$ cat src/rtl/mult_unit_if.sv
// -----------------------------------------------------------------------------
// mult_unit_if
//
// Purpose:
//   Bundles the request/response signals of the iterative multiplier so the
//   ALU operand stage (master) and the multiplier (slave) share one port.
//
// Signals:
//   start     - master -> slave, request a multiply (only honoured when idle)
//   is_signed - master -> slave, 1 = mult (two's complement), 0 = multu
//   x, y      - master -> slave, multiplicand and multiplier
//   busy      - slave -> master, operation in flight
//   done      - slave -> master, one-cycle pulse when hi/lo hold a new product
//   hi, lo    - slave -> master, upper and lower halves of the 64-bit product
// -----------------------------------------------------------------------------
interface mult_unit_if #(
  parameter int WIDTH = 32
);

  logic             start;
  logic             is_signed;
  logic [WIDTH-1:0] x;
  logic [WIDTH-1:0] y;
  logic             busy;
  logic             done;
  logic [WIDTH-1:0] hi;
  logic [WIDTH-1:0] lo;

  // Operand stage side: issues requests and consumes the product.
  modport master (
    output start,
    output is_signed,
    output x,
    output y,
    input  busy,
    input  done,
    input  hi,
    input  lo
  );

  // Multiplier side: accepts requests and returns the product.
  modport slave (
    input  start,
    input  is_signed,
    input  x,
    input  y,
    output busy,
    output done,
    output hi,
    output lo
  );

endinterface

$ cat src/rtl/mult_unit.sv
// -----------------------------------------------------------------------------
// mult_unit
//
// Purpose:
//   Iterative shift-and-add multiplier implementing MIPS mult/multu. Signed
//   operands are converted to magnitudes on capture, an unsigned 32x32
//   product is built one bit per clock, and a final cycle applies the sign.
//   Latency is fixed at 33 clocks from the accept edge to the hi/lo update,
//   regardless of operand values or signedness.
//
// Ports:
//   clk  - rising-edge clock
//   rst  - synchronous active-high reset, aborts any operation in flight
//   bus  - mult_unit_if.slave: start/is_signed/x/y in, busy/done/hi/lo out
//
// Parameters:
//   WIDTH - operand width; only 32 is supported
// -----------------------------------------------------------------------------
module mult_unit #(
  parameter int WIDTH = 32
) (
  input  logic       clk,
  input  logic       rst,
  mult_unit_if.slave bus
);

  localparam int            CW   = $clog2(WIDTH) + 1;
  localparam logic [CW-1:0] LAST = CW'(WIDTH - 1);

  typedef enum logic [1:0] {
    IDLE = 2'd0,
    CALC = 2'd1,
    NEG  = 2'd2
  } state_t;

  state_t           state_q, state_d;
  logic [WIDTH-1:0] acc_q,   acc_d;
  logic [WIDTH-1:0] mq_q,    mq_d;
  logic [WIDTH-1:0] mcand_q, mcand_d;
  logic [WIDTH-1:0] hi_q,    hi_d;
  logic [WIDTH-1:0] lo_q,    lo_d;
  logic [CW-1:0]    count_q, count_d;
  logic             neg_q,   neg_d;
  logic             done_q,  done_d;

  logic [WIDTH-1:0]   x_mag;
  logic [WIDTH-1:0]   y_mag;
  logic [WIDTH:0]     partial;
  logic [2*WIDTH-1:0] product;
  logic [2*WIDTH-1:0] product_neg;

  // Operand magnitudes for a signed request. Negating -2^31 wraps back to
  // 0x80000000, which is the correct unsigned magnitude, so no special case.
  always_comb begin
    x_mag = bus.x;
    y_mag = bus.y;
    if (bus.is_signed && bus.x[WIDTH-1]) begin
      x_mag = -bus.x;
    end
    if (bus.is_signed && bus.y[WIDTH-1]) begin
      y_mag = -bus.y;
    end
  end

  // One partial sum per iteration: the accumulator plus the multiplicand
  // gated by the current multiplier bit. The extra top bit keeps the carry so
  // it can shift back into the accumulator MSB.
  always_comb begin
    partial     = {1'b0, acc_q} + {1'b0, (mq_q[0] ? mcand_q : '0)};
    product     = {acc_q, mq_q};
    product_neg = -product;
  end

  // Next-state and datapath control. Every register holds by default; only
  // the state that owns a register changes it.
  always_comb begin
    state_d = state_q;
    acc_d   = acc_q;
    mq_d    = mq_q;
    mcand_d = mcand_q;
    hi_d    = hi_q;
    lo_d    = lo_q;
    count_d = count_q;
    neg_d   = neg_q;
    done_d  = 1'b0;

    unique case (state_q)
      IDLE: begin
        if (bus.start) begin
          acc_d   = '0;
          mq_d    = y_mag;
          mcand_d = x_mag;
          count_d = '0;
          neg_d   = bus.is_signed & (bus.x[WIDTH-1] ^ bus.y[WIDTH-1]);
          state_d = CALC;
        end
      end

      CALC: begin
        // The low product bits leave the partial sum through the bottom of
        // mq while the consumed multiplier bit drops out of its LSB.
        acc_d   = partial[WIDTH:1];
        mq_d    = {partial[0], mq_q[WIDTH-1:1]};
        count_d = count_q + CW'(1);
        if (count_q == LAST) begin
          state_d = NEG;
        end
      end

      NEG: begin
        // Taken even for unsigned operations so the latency never varies.
        if (neg_q) begin
          {hi_d, lo_d} = product_neg;
        end else begin
          {hi_d, lo_d} = product;
        end
        done_d  = 1'b1;
        state_d = IDLE;
      end

      default: begin
        state_d = IDLE;
      end
    endcase
  end

  // State and datapath registers. Reset clears everything, including the
  // last product, and wins over any pending start.
  always_ff @(posedge clk) begin
    if (rst) begin
      state_q <= IDLE;
      acc_q   <= '0;
      mq_q    <= '0;
      mcand_q <= '0;
      hi_q    <= '0;
      lo_q    <= '0;
      count_q <= '0;
      neg_q   <= 1'b0;
      done_q  <= 1'b0;
    end else begin
      state_q <= state_d;
      acc_q   <= acc_d;
      mq_q    <= mq_d;
      mcand_q <= mcand_d;
      hi_q    <= hi_d;
      lo_q    <= lo_d;
      count_q <= count_d;
      neg_q   <= neg_d;
      done_q  <= done_d;
    end
  end

  // Outputs come straight from registers; busy is a decode of the state
  // register, so it cannot overlap the done pulse, which is an IDLE cycle.
  assign bus.busy = (state_q != IDLE);
  assign bus.done = done_q;
  assign bus.hi   = hi_q;
  assign bus.lo   = lo_q;

endmodule

$ cat src/flat_wrapper.sv
// flat-port wrapper written by rule: the top's interface ports become plain ports
module mult_unit_flat 
#(
  parameter int WIDTH = 32
)
  (clk, rst, bus_start, bus_is_signed, bus_x, bus_y, bus_busy, bus_done, bus_hi, bus_lo);
  mult_unit_if #(.WIDTH(WIDTH)) bus_i ();
  input  logic clk;
  input  logic rst;
  input wire logic [$bits(bus_i.start)-1:0] bus_start;
  input wire logic [$bits(bus_i.is_signed)-1:0] bus_is_signed;
  input wire logic [$bits(bus_i.x)-1:0] bus_x;
  input wire logic [$bits(bus_i.y)-1:0] bus_y;
  output wire logic [$bits(bus_i.busy)-1:0] bus_busy;
  output wire logic [$bits(bus_i.done)-1:0] bus_done;
  output wire logic [$bits(bus_i.hi)-1:0] bus_hi;
  output wire logic [$bits(bus_i.lo)-1:0] bus_lo;
  assign bus_i.start = bus_start;
  assign bus_i.is_signed = bus_is_signed;
  assign bus_i.x = bus_x;
  assign bus_i.y = bus_y;
  assign bus_busy = bus_i.busy;
  assign bus_done = bus_i.done;
  assign bus_hi = bus_i.hi;
  assign bus_lo = bus_i.lo;
  mult_unit #(.WIDTH(WIDTH)) u_core (.clk(clk), .rst(rst), .bus(bus_i));
endmodule
$ cat config.mk
export PLATFORM = sky130hd
export DESIGN_NAME = mult_unit_flat
export DESIGN_NICKNAME = d
export VERILOG_FILES = /design/src/rtl/mult_unit_if.sv /design/src/rtl/mult_unit.sv /design/src/flat_wrapper.sv
export SDC_FILE = /design/constraint.sdc
export NUM_CORES = 1
export LEC_CHECK = 0
export CORE_ASPECT_RATIO = 0.6
export CORE_MARGIN = 2
export CORE_UTILIZATION = 49
export CTS_CLUSTER_SIZE = 10
export DETAILED_ROUTE_END_ITERATION = 7
export PLACE_DENSITY = 0.8
export SETUP_SLACK_MARGIN = 0.1
export SYNTH_ARGS = -nofsm -noshare
export SYNTH_HDL_FRONTEND = slang
export SYNTH_SLANG_ARGS = --single-unit
$ cat constraint.sdc
create_clock -name clk -period 2.86 [get_ports clk]
set_input_delay 0.572 -clock clk [delete_from_list [all_inputs] [get_ports clk]]
set_output_delay 0.572 -clock clk [all_outputs]
set_load 0.02 [all_outputs]
==> out/metrics.cfg, run 1 <==
[floorplanning]
core_mm2=0.0211
die_h_um=118
fp-row-count=41
io_pins=134
die-area_mm2=0.0228
initial_core_util_pct=50.2
fp.dieW_um=194

[worst_setup_path]
crit_family=simple AND/OR/NAND/NOR gates
cp.arrival_ns=3.20
crit_path_max_fanout=4
critPathRequiredTime_ns=3.19
endpoint_kind=register
slowest_delay_ns=0.46
worst_path_max_delay_cell=or4b_4
cp_cell_sequence=buf_6, inv_4, ha_4, or4b_4, or3_4, or4_4, nand3b_1, o41ai_2, xor2_1, o21ai_1
start_kind=register
crit_buf_inv=2
timing_worst_setup_path_type=reg2reg

[final_layout]
postLayoutCoreUtil_pct=65.4
fin_area_mm2=0.0138
num-nets-final=1639
post_route_cells_drive_above_1_share_pct=15.3
area_growth_pct=30.2
n_antenna_cell=0
stdcell_count=1826

[detailed_routing]
vias=10700
ant_nets=0
drc=0
via_per_inst=5.88
drtIter0Drc=1106
routedWlPerCell_um=18.5
drt_pass1_iterations=8
wirelength_mm=33.7

[run_status]
violations=negative setup slack
status=complete, but fails checks

[cts]
numCtsBuffers=17
cts_htree_levels=4
clock_path_buffers=2
clock-root-buffer=clkbuf_16
clk_pin_slew_ns=0.08
clock_latency_ns=0.45
cts.hold.buffers_added=0
cts_tree=yes
clock_sinks=170

[yosys]
netlist-cell-type-count=72
synth-async-reset-ratio_pct=0
synth-seq-cells=170
ys_seq_area_share_pct=32.1
synth_area_mm2=0.0106
synthCells=1342
syn-num-nets=1447
yosysWarnings=0
avgSynthCellArea_um2=7.89
ys.flop_type=dfxtp_1
synth_edf_count=0

[global_route]
overflow=0
grt_pass1_vias=9652
grtUsageTotal_pct=28.8
grt_max_degree=91
antenna_found_initial=0
grt_pass1_wl_mm=52.9

[sta]
max_freq_ghz=0.350
layout_setup_ws_ns=-0.00115
layout_min_cycle_time_ns=2.86
clock_skew_ns=0.0131
finalCritPeriodShare_pct=100
setup_viol=2
finalHoldViolations=0
rsz0062_at_grt=yes
max-slew-margin-rel_pct=19.8
fin_hold_ws_ns=0.454
worst_slew_pin_slew_ns=1.20
slew_viol_final=0
setup_tns_ns=-0.00167

[power]
vdd_drop_max_mv=0.374
p_sw_uw=1840
power_frac_seq_pct=41.9
leakage_uw=0.00541
p_comb_share_pct=18.3
p_int_uw=4210
powerDensity_mw_per_mm2=439
netSwitchingFraction_pct=30.4
clock_power_share_pct=39.8

[placement]
place_area_mm2=0.0129
gp_congestion=0.989
portBuffers=133
dp_cells=1792
post-dp-hpwl_mm=25.3

[hold_path]
hold_class=reg2reg

[flow_run]
maxCapViolations=0

==> synthesized netlist by cell type (3+ instances only) <==
| master | n | area (µm²) |
|---|---|---|
| a311oi_1 | 5 | 43.8 |
| inv_1 | 26 | 97.6 |
| or3_1 | 14 | 87.6 |
| mux2i_1 | 3 | 30.0 |
| a221oi_1 | 3 | 26.3 |
| nand2_1 | 150 | 563 |
| or4_1 | 15 | 113 |
| o211ai_1 | 5 | 37.5 |
| or4_4 | 4 | 45.0 |
| a211oi_1 | 59 | 443 |
| o31ai_1 | 31 | 233 |
| o21a_1 | 4 | 30.0 |
| nand3_1 | 36 | 180 |
| or2_2 | 5 | 31.3 |
| a31oi_1 | 5 | 31.3 |
| and2_1 | 35 | 219 |
| a21o_1 | 29 | 218 |
| o21bai_1 | 3 | 22.5 |
| buf_1 | 7 | 26.3 |
| and2_2 | 3 | 22.5 |
| nor4_1 | 8 | 50.1 |
| nor2_1 | 118 | 443 |
| nand2b_1 | 7 | 43.8 |
| a22oi_1 | 32 | 240 |
| dfxtp_1 | 170 | 3400 |
| xor2_1 | 89 | 780 |
| ha_1 | 36 | 450 |
| nor2b_1 | 6 | 37.5 |
| nor4b_1 | 3 | 26.3 |
| a21oi_1 | 99 | 495 |
| nand4_1 | 12 | 75.1 |
| nand3b_1 | 5 | 37.5 |
| a22o_1 | 5 | 43.8 |
| xnor2_1 | 49 | 429 |
| o41ai_1 | 12 | 105 |
| clkbuf_1 | 78 | 293 |
| and3_1 | 6 | 37.5 |
| nor3_1 | 19 | 95.1 |
| o21ai_1 | 6 | 30.0 |
| o21ai_0 | 98 | 490 |
| o41ai_2 | 6 | 97.6 |
==> registers in the layout (all words and copies together), names as in the netlist <==
| register | flops |
|---|---|
| u_core.acc_q | 32 |
| u_core.bus.hi | 32 |
| u_core.bus.lo | 32 |
| u_core.mcand_q | 32 |
| u_core.mq_q | 32 |
| u_core.count_q | 6 |
| u_core.state_q | 2 |
| u_core.bus.done | 1 |
| u_core.neg_q | 1 |
==> worst register-to-register path: stages, from the launching register on <==
cell and delay [ns]:
dfxtp_2 0.35, buf_6 0.12, inv_4 0.05, ha_4 0.13
or4b_4 0.46, or3_4 0.34, or4_4 0.46, nand3b_1 0.29
o41ai_2 0.30, xor2_1 0.19, o21ai_1 0.07
==> cell usage in the layout (no fill, tap or decap), types with 6 or more instances in the layout <==
cell type and instances:
clkbuf_16 17, ha_1 33, or4_1 12, a21o_1 29, o41ai_1 10, clkdlybuf4s50_1 132
a21oi_1 97, o21ai_0 86, nand4_1 12, o41ai_2 6, nand2_1 150, xor2_1 89
o21ai_1 18, xnor2_1 49, and3_1 6, buf_4 127, o31ai_1 26, dfxtp_1 165
or3_1 12, a22oi_1 32, a211oi_1 56, nand2b_1 7, nand3_1 35, nor3_1 18
or4_4 7, and2_1 34, inv_1 25, nor2_1 116
==> power groups by stage <==
| stage | clock [µW] | combinational [µW] | sequential (µW) |
|---|---|---|---|
| finish | 2410 | 1110 | 2530 |
| floorplan | 0 | 611 | 2560 |
| CTS | 2420 | 1050 | 2520 |
| global route | 2530 | 1190 | 2540 |
| detailed placement | 0 | 1030 | 2580 |
| global placement | 0 | 1010 | 2570 |
==> cell type report <==
| type | count | area [µm²] |
|---|---|---|
| inverter | 26 | 100 |
| fill | 1759 | 7300 |
| clock buffer | 18 | 439 |
| timing repair buffer | 263 | 2340 |
| clock inverter | 14 | 170 |
| multi-input combinational | 1056 | 6980 |
| sequential | 170 | 3410 |
| tap | 279 | 349 |
==> path summary, 6_finish.rpt <==
check,start,cells after the start,end,slack (ns)
max,u_core.mq_q[0],10,u_core.bus.hi[24],-0.001
min,u_core.bus.hi[24],2,u_core.bus.hi[24],0.45
max reg2reg,u_core.mq_q[0],10,u_core.bus.hi[24],-0.001
min reg2reg,u_core.bus.hi[24],2,u_core.bus.hi[24],0.45
==> cells by family after synthesis <==
family / count (synthesis) / synth area share, %
buffers and inverters: 116 / 4.37
adders and majority gates: 37 / 4.44
xor gates and xnor gates: 138 / 11.4
and+or+nand+nor: 458 / 21.1
AOI/OAI and AO/OA: 419 / 26.1
DFF: 170 / 32.1
muxes: 4 / 0.390
==> timing repair <==
item	in CTS	in global routing
pin swaps	4	9
endpoints found under the setup margin	25	40
gates resized for setup	13	36
endpoints found under the hold margin	0	0
buffers inserted	1	1
==> metal layers <==
layer	vias up	global-route usage, %	wire length (µm)
met5	-	0	0
met4	0	4.15	221
met3	26	10.1	4580
met2	568	37.1	12600
met1	4919	45.3	16400
li1	5228	-	-
==> per-stage QoR <==
stage	setup WS, ns	power, µW
floorplan	-0.0225	3170
global route	-0.102	6260
CTS	0.0341	6000
finish	-0.00115	6050
detailed placement	-0.226	3610
global placement	-0.192	3580
(Power assumes the default switching activity.)
==> run 2, diff against run 1 <==
--- a/config.mk
+++ b/config.mk
@@ -5,12 +5,13 @@
 export SDC_FILE = /design/constraint.sdc
 export NUM_CORES = 1
 export LEC_CHECK = 0
+export CAP_MARGIN = 25
 export CORE_ASPECT_RATIO = 0.6
 export CORE_MARGIN = 2
-export CORE_UTILIZATION = 49
+export CORE_UTILIZATION = 30
 export CTS_CLUSTER_SIZE = 10
 export DETAILED_ROUTE_END_ITERATION = 7
-export PLACE_DENSITY = 0.8
+export PLACE_DENSITY = 0.55
 export SETUP_SLACK_MARGIN = 0.1
 export SYNTH_ARGS = -nofsm -noshare
 export SYNTH_HDL_FRONTEND = slang
==> out/metrics.cfg, run 2 (synthesis results as in run 1) <==
[floorplanning]
die_h_um=150
io_pins=134
initial_core_util_pct=30.4
fp.dieW_um=247
core_mm2=0.0349
die-area_mm2=0.0369
fp-row-count=53

[power]
p_int_uw=4090
power_frac_seq_pct=43.2
netSwitchingFraction_pct=30.3
clock_power_share_pct=37.3
p_sw_uw=1780
leakage_uw=0.00555
p_comb_share_pct=19.6
powerDensity_mw_per_mm2=405
vdd_drop_max_mv=0.429

[worst_setup_path]
crit_family=simple AND/OR/NAND/NOR gates
crit_path_max_fanout=6
timing_worst_setup_path_type=reg2reg
reg2reg_depth=10
endpoint_kind=register
r2r_start=u_core.mq_q[0]
worst_path_max_delay_cell=or4_4
crit_buf_inv=2
start_kind=register
slowest_delay_ns=0.47
cp.arrival_ns=3.19
rrSetupSlack_ns=-0.0003
r2r_end=u_core.bus.hi[16]
critPathRequiredTime_ns=3.19
cp_cell_sequence=buf_6, inv_4, ha_4, or4b_4, or3_4, or4_4, nand2b_4, o41ai_4, xor2_1, o21ai_1

[placement]
gp_congestion=0.895
portBuffers=133
post-dp-hpwl_mm=28.4
place_area_mm2=0.0133

[hold_path]
min_to=u_core.bus.lo[27]
hold_class=reg2reg
hold_depth=2
hp-start=u_core.bus.lo[27]

[final_layout]
layout_common_cells=166 x dfxtp_1, 157 x buf_4, 149 x nand2_1
multi_input_area_mm2=0.00727
layout_commonest_cell=dfxtp_1
fin_area_mm2=0.0145
num-nets-final=1671
seq_area_mm2=0.00341
post_route_cells_drive_above_1_share_pct=18.7
area_growth_pct=36.8
n_antenna_cell=0
fillers=3538

[cts]
clk_pin_slew_ns=0.07
clock_sinks=170
clock_path_buffers=2
numCtsBuffers=17
clock-root-buffer=clkbuf_16
clock_latency_ns=0.46
cts_htree_levels=4
cts_tree=yes

[detailed_routing]
vias=10600
drtIter0Drc=1053
ant_nets=0
routedWlPerCell_um=18.0
drt_pass1_iterations=6
via_per_inst=5.20
drc=0
wirelength_mm=36.9

[sta]
setup_tns_ns=-0.000288
layout_min_cycle_time_ns=2.86
setup_viol=1
max-slew-margin-rel_pct=43.2
slew_viol_final=0
rsz0062_at_grt=yes
layout_setup_ws_ns=-0.000288
worst_slew_pin_slew_ns=0.852
finalHoldViolations=0
clock_skew_ns=0.0204
max_freq_ghz=0.350
finalCritPeriodShare_pct=100

[global_route]
grt_max_degree=91
grt_pass1_vias=9439
antenna_found_initial=0
grtUsageTotal_pct=19.7
grt_pass1_wl_mm=55.8
overflow=0

[run_status]
violations=negative setup slack
status=complete, but fails checks

[flow_run]
maxCapViolations=0

run 2: changes by cell type in the layout (fill, tap and decap cells not counted), sizes merged:
cell and change:
inv -3, bufinv -1, clkinv -2, buf +32, clkbuf +1, clkinvlp +3
run 2: how the worst max path moves through the flow:
stage / start / endpoint / cells past startpoint
2_1_floorplan: u_core.mq_q[0] / u_core.bus.hi[24] / 12
3_3_place_gp: bus_x[12] / u_core.mcand_q[30] / 9
3_5_place_dp: bus_x[12] / u_core.mcand_q[30] / 9
4_1_cts: u_core.mq_q[0] / u_core.acc_q[21] / 11
5_1_grt: u_core.mq_q[0] / u_core.bus.hi[30] / 10
6_report: u_core.mq_q[0] / u_core.bus.hi[16] / 10
run 2: timing repair:
action                     CTS  global route
hold buffers                 0             0
pin swaps                    7            34
setup endpoints to repair   27            49
resized for setup           16            86
setup buffers                5             8
run 2: power groups by stage:
| stage | sequential, µW | combinational, µW | clock, µW |
|---|---|---|---|
| after floorplan | 2560 | 611 | 0 |
| after global routing | 2540 | 1250 | 2320 |
| after CTS | 2530 | 1100 | 2230 |
| after detailed placement | 2580 | 1070 | 0 |
| final | 2530 | 1150 | 2190 |
| after global placement | 2580 | 1060 | 0 |
run 2: final cells by class:
| cell class | count | share of cell area [%] |
|---|---|---|
| Multi-Input combinational cell | 1056 | 50.2 |
| Sequential cell | 170 | 23.5 |
| Timing Repair Buffer | 295 | 17.9 |
| Tap cell | 467 | 4.03 |
| Clock buffer | 19 | 3.06 |
| Inverter | 26 | 0.691 |
| Clock inverter | 11 | 0.622 |
run 2: metal layers:
layer | vias to the layer above | track usage, % | share of wire [%]
met1 | 4922 | 32.8 | 54
li1 | 5291 | - | -
met2 | 401 | 23.0 | 35
met5 | - | 0 | 0
met4 | 0 | 4.04 | 0.93
met3 | 21 | 5.95 | 10
run 2: worst min-delay path: cells and delay by family, from the launching register on:
kind / cells / cell delay, ns
flip-flops: 1 / 0.32
AND/OR/NAND/NOR: 1 / 0.05
AO/OA/AOI/OAI: 1 / 0.05
run 2: stage by stage:
step / std cells / total power (µW) / worst slack [ns] / utilization, % / hold slack (ns)
after global routing: 2044 / 6110 / -0.0914 / 41.5 / 0.464
after CTS: 2036 / 5850 / 0.00843 / 40.1 / 0.459
final: 2044 / 5870 / -0.000288 / 41.5 / 0.452
after floorplan: 1342 / 3170 / -0.0225 / - / 0.432
after global placement: 2000 / 3630 / -0.238 / 38.2 / 0.438
after detailed placement: 2001 / 3650 / -0.200 / 38.2 / 0.443
==> run 3, diff against run 2 <==
--- a/config.mk
+++ b/config.mk
@@ -8,10 +8,10 @@
 export CAP_MARGIN = 25
 export CORE_ASPECT_RATIO = 0.6
 export CORE_MARGIN = 2
-export CORE_UTILIZATION = 30
+export CORE_UTILIZATION = 51
 export CTS_CLUSTER_SIZE = 10
 export DETAILED_ROUTE_END_ITERATION = 7
-export PLACE_DENSITY = 0.55
+export PLACE_DENSITY = 0.82
 export SETUP_SLACK_MARGIN = 0.1
 export SYNTH_ARGS = -nofsm -noshare
 export SYNTH_HDL_FRONTEND = slang
==> out/metrics.cfg, run 3 (synthesis results as in run 1) <==
[run_status]
status=finished, final reports clean

[global_route]
grt_pass1_wl_mm=52.6
use_met3_pct=9.69
gr-max-usage-layer=met1
met2_usage_pct=40.7
met1_usage_pct=47.4
grtUsageTotal_pct=30.5
antenna_found_initial=0
grt_max_degree=72
overflow=0
grt_pass1_vias=9719

[final_layout]
seq_area_mm2=0.00341
post_route_cells_drive_above_1_share_pct=17.2
fin_area_mm2=0.0140
multi_input_area_mm2=0.00707
n_antenna_cell=0
layout_commonest_cell=dfxtp_1
postLayoutCoreUtil_pct=69.3
area_growth_pct=32.0
stdcell_count=1842
fillers=1554
num-nets-final=1661
layout_common_cells=168 x dfxtp_1, 149 x nand2_1, 148 x buf_4

[sta]
setup_viol=0
rsz0062_at_grt=yes
max_freq_ghz=0.351
layout_min_cycle_time_ns=2.85
slew_viol_final=0
clock_skew_ns=0.0105
finalHoldViolations=0
finalCritPeriodShare_pct=99.5
worst_slew_pin_slew_ns=0.863
max-slew-margin-rel_pct=42.2

[cts]
clk_pin_slew_ns=0.07
cts_tree=yes
clock-root-buffer=clkbuf_16
clock_path_buffers=2
clock_sinks=170
clock_latency_ns=0.44
numCtsBuffers=17
cts_htree_levels=4

[floorplanning]
io_pins=134
die-area_mm2=0.0220
fp-row-count=40
initial_core_util_pct=52.5
core_mm2=0.0202
fp.dieW_um=190
die_h_um=116

[detailed_routing]
drtIter0Drc=1182
routedWlPerCell_um=18.5
drc=0
via_per_inst=5.95
drt_pass1_iterations=5
vias=11000
wirelength_mm=34.0
ant_nets=0

[power]
p_sw_uw=1830
powerDensity_mw_per_mm2=423
vdd_drop_max_mv=0.417
p_comb_share_pct=19.1
clock_power_share_pct=38.2
leakage_uw=0.00550
netSwitchingFraction_pct=31.0
p_int_uw=4080
power_frac_seq_pct=42.8

[worst_setup_path]
crit_path_max_fanout=5
endpoint_kind=register
cp.arrival_ns=3.17
timing_worst_setup_path_type=reg2reg
start_kind=register
rrSetupSlack_ns=0.01
reg2reg_depth=9
critPathRequiredTime_ns=3.18

[flow_run]
maxCapViolations=0

[placement]
place_area_mm2=0.0131
portBuffers=133
post-dp-hpwl_mm=25.5
dp_cells=1805
gp_congestion=0.945

[hold_path]
hold_depth=2
hold_class=reg2reg

-- run 3: cell types whose count changed in the layout (fill, tap and decap cells not counted), moves of 3 or more --
cell	previous run	this run
a21oi_1	92	97
a21oi_2	5	2
buf_4	157	148
ha_1	23	33
ha_4	10	2
o41ai_2	5	9
-- run 3: worst paths after layout --
check                           end              start
setup / recovery  u_core.bus.hi[31]     u_core.mq_q[0]
hold reg to reg   u_core.bus.hi[31]  u_core.bus.hi[31]
hold / removal    u_core.bus.hi[31]  u_core.bus.hi[31]
setup reg to reg  u_core.bus.hi[31]     u_core.mq_q[0]
-- run 3: worst max-delay path: stages (launching register included) --
cell and delay (ns):
dfxtp_2 0.36, buf_6 0.14, or4_4 0.55, or4_4 0.47, nor4_4 0.31, buf_6 0.18
nand4_2 0.15, o41ai_2 0.29, xor2_1 0.22, o21ai_1 0.07
-- run 3: per-stage QoR --
stage	hold WS [ns]	setup slack [ns]	TNS, ns	power [µW]
final	0.454	0.0135	0	5910
after global routing	0.474	-0.111	-0.674	6120
after CTS	0.458	-0.0111	-0.0111	5850
after detailed placement	0.444	-0.219	-2.08	3610
after global placement	0.433	-0.186	-1.31	3580
after floorplan	0.432	-0.0225	-0.0450	3170
-- run 3: layout make-up --
class                   count  area share (%)
clock inverters            14           0.957
well taps                 273            2.44
multi-input cells        1056            50.5
flip-flops and latches    170            24.4
clock buffers              18            3.07
repair buffers            285            17.9
inverters                  26           0.716
-- run 3: routing by layer --
layer | up-vias | routed length, µm
met5 | - | 0
met4 | 0 | 289
met3 | 32 | 4760
met2 | 558 | 13100
met1 | 5086 | 15900
li1 | 5280 | -
-- run 3: timing repair --
item / 4_1_cts / 5_1_grt
pin swaps: 10 / 15
buffers inserted: 4 / 1
gates resized for setup: 11 / 58
hold buffers: 0 / 0
setup endpoints to repair: 47 / 56
-- run 3: power groups by stage --
stage	clock network, µW	logic [µW]	registers [µW]
after global placement	0	1010	2570
after global routing	2380	1210	2540
after CTS	2260	1070	2520
final	2260	1130	2530
after detailed placement	0	1040	2570
after floorplan	0	611	2560
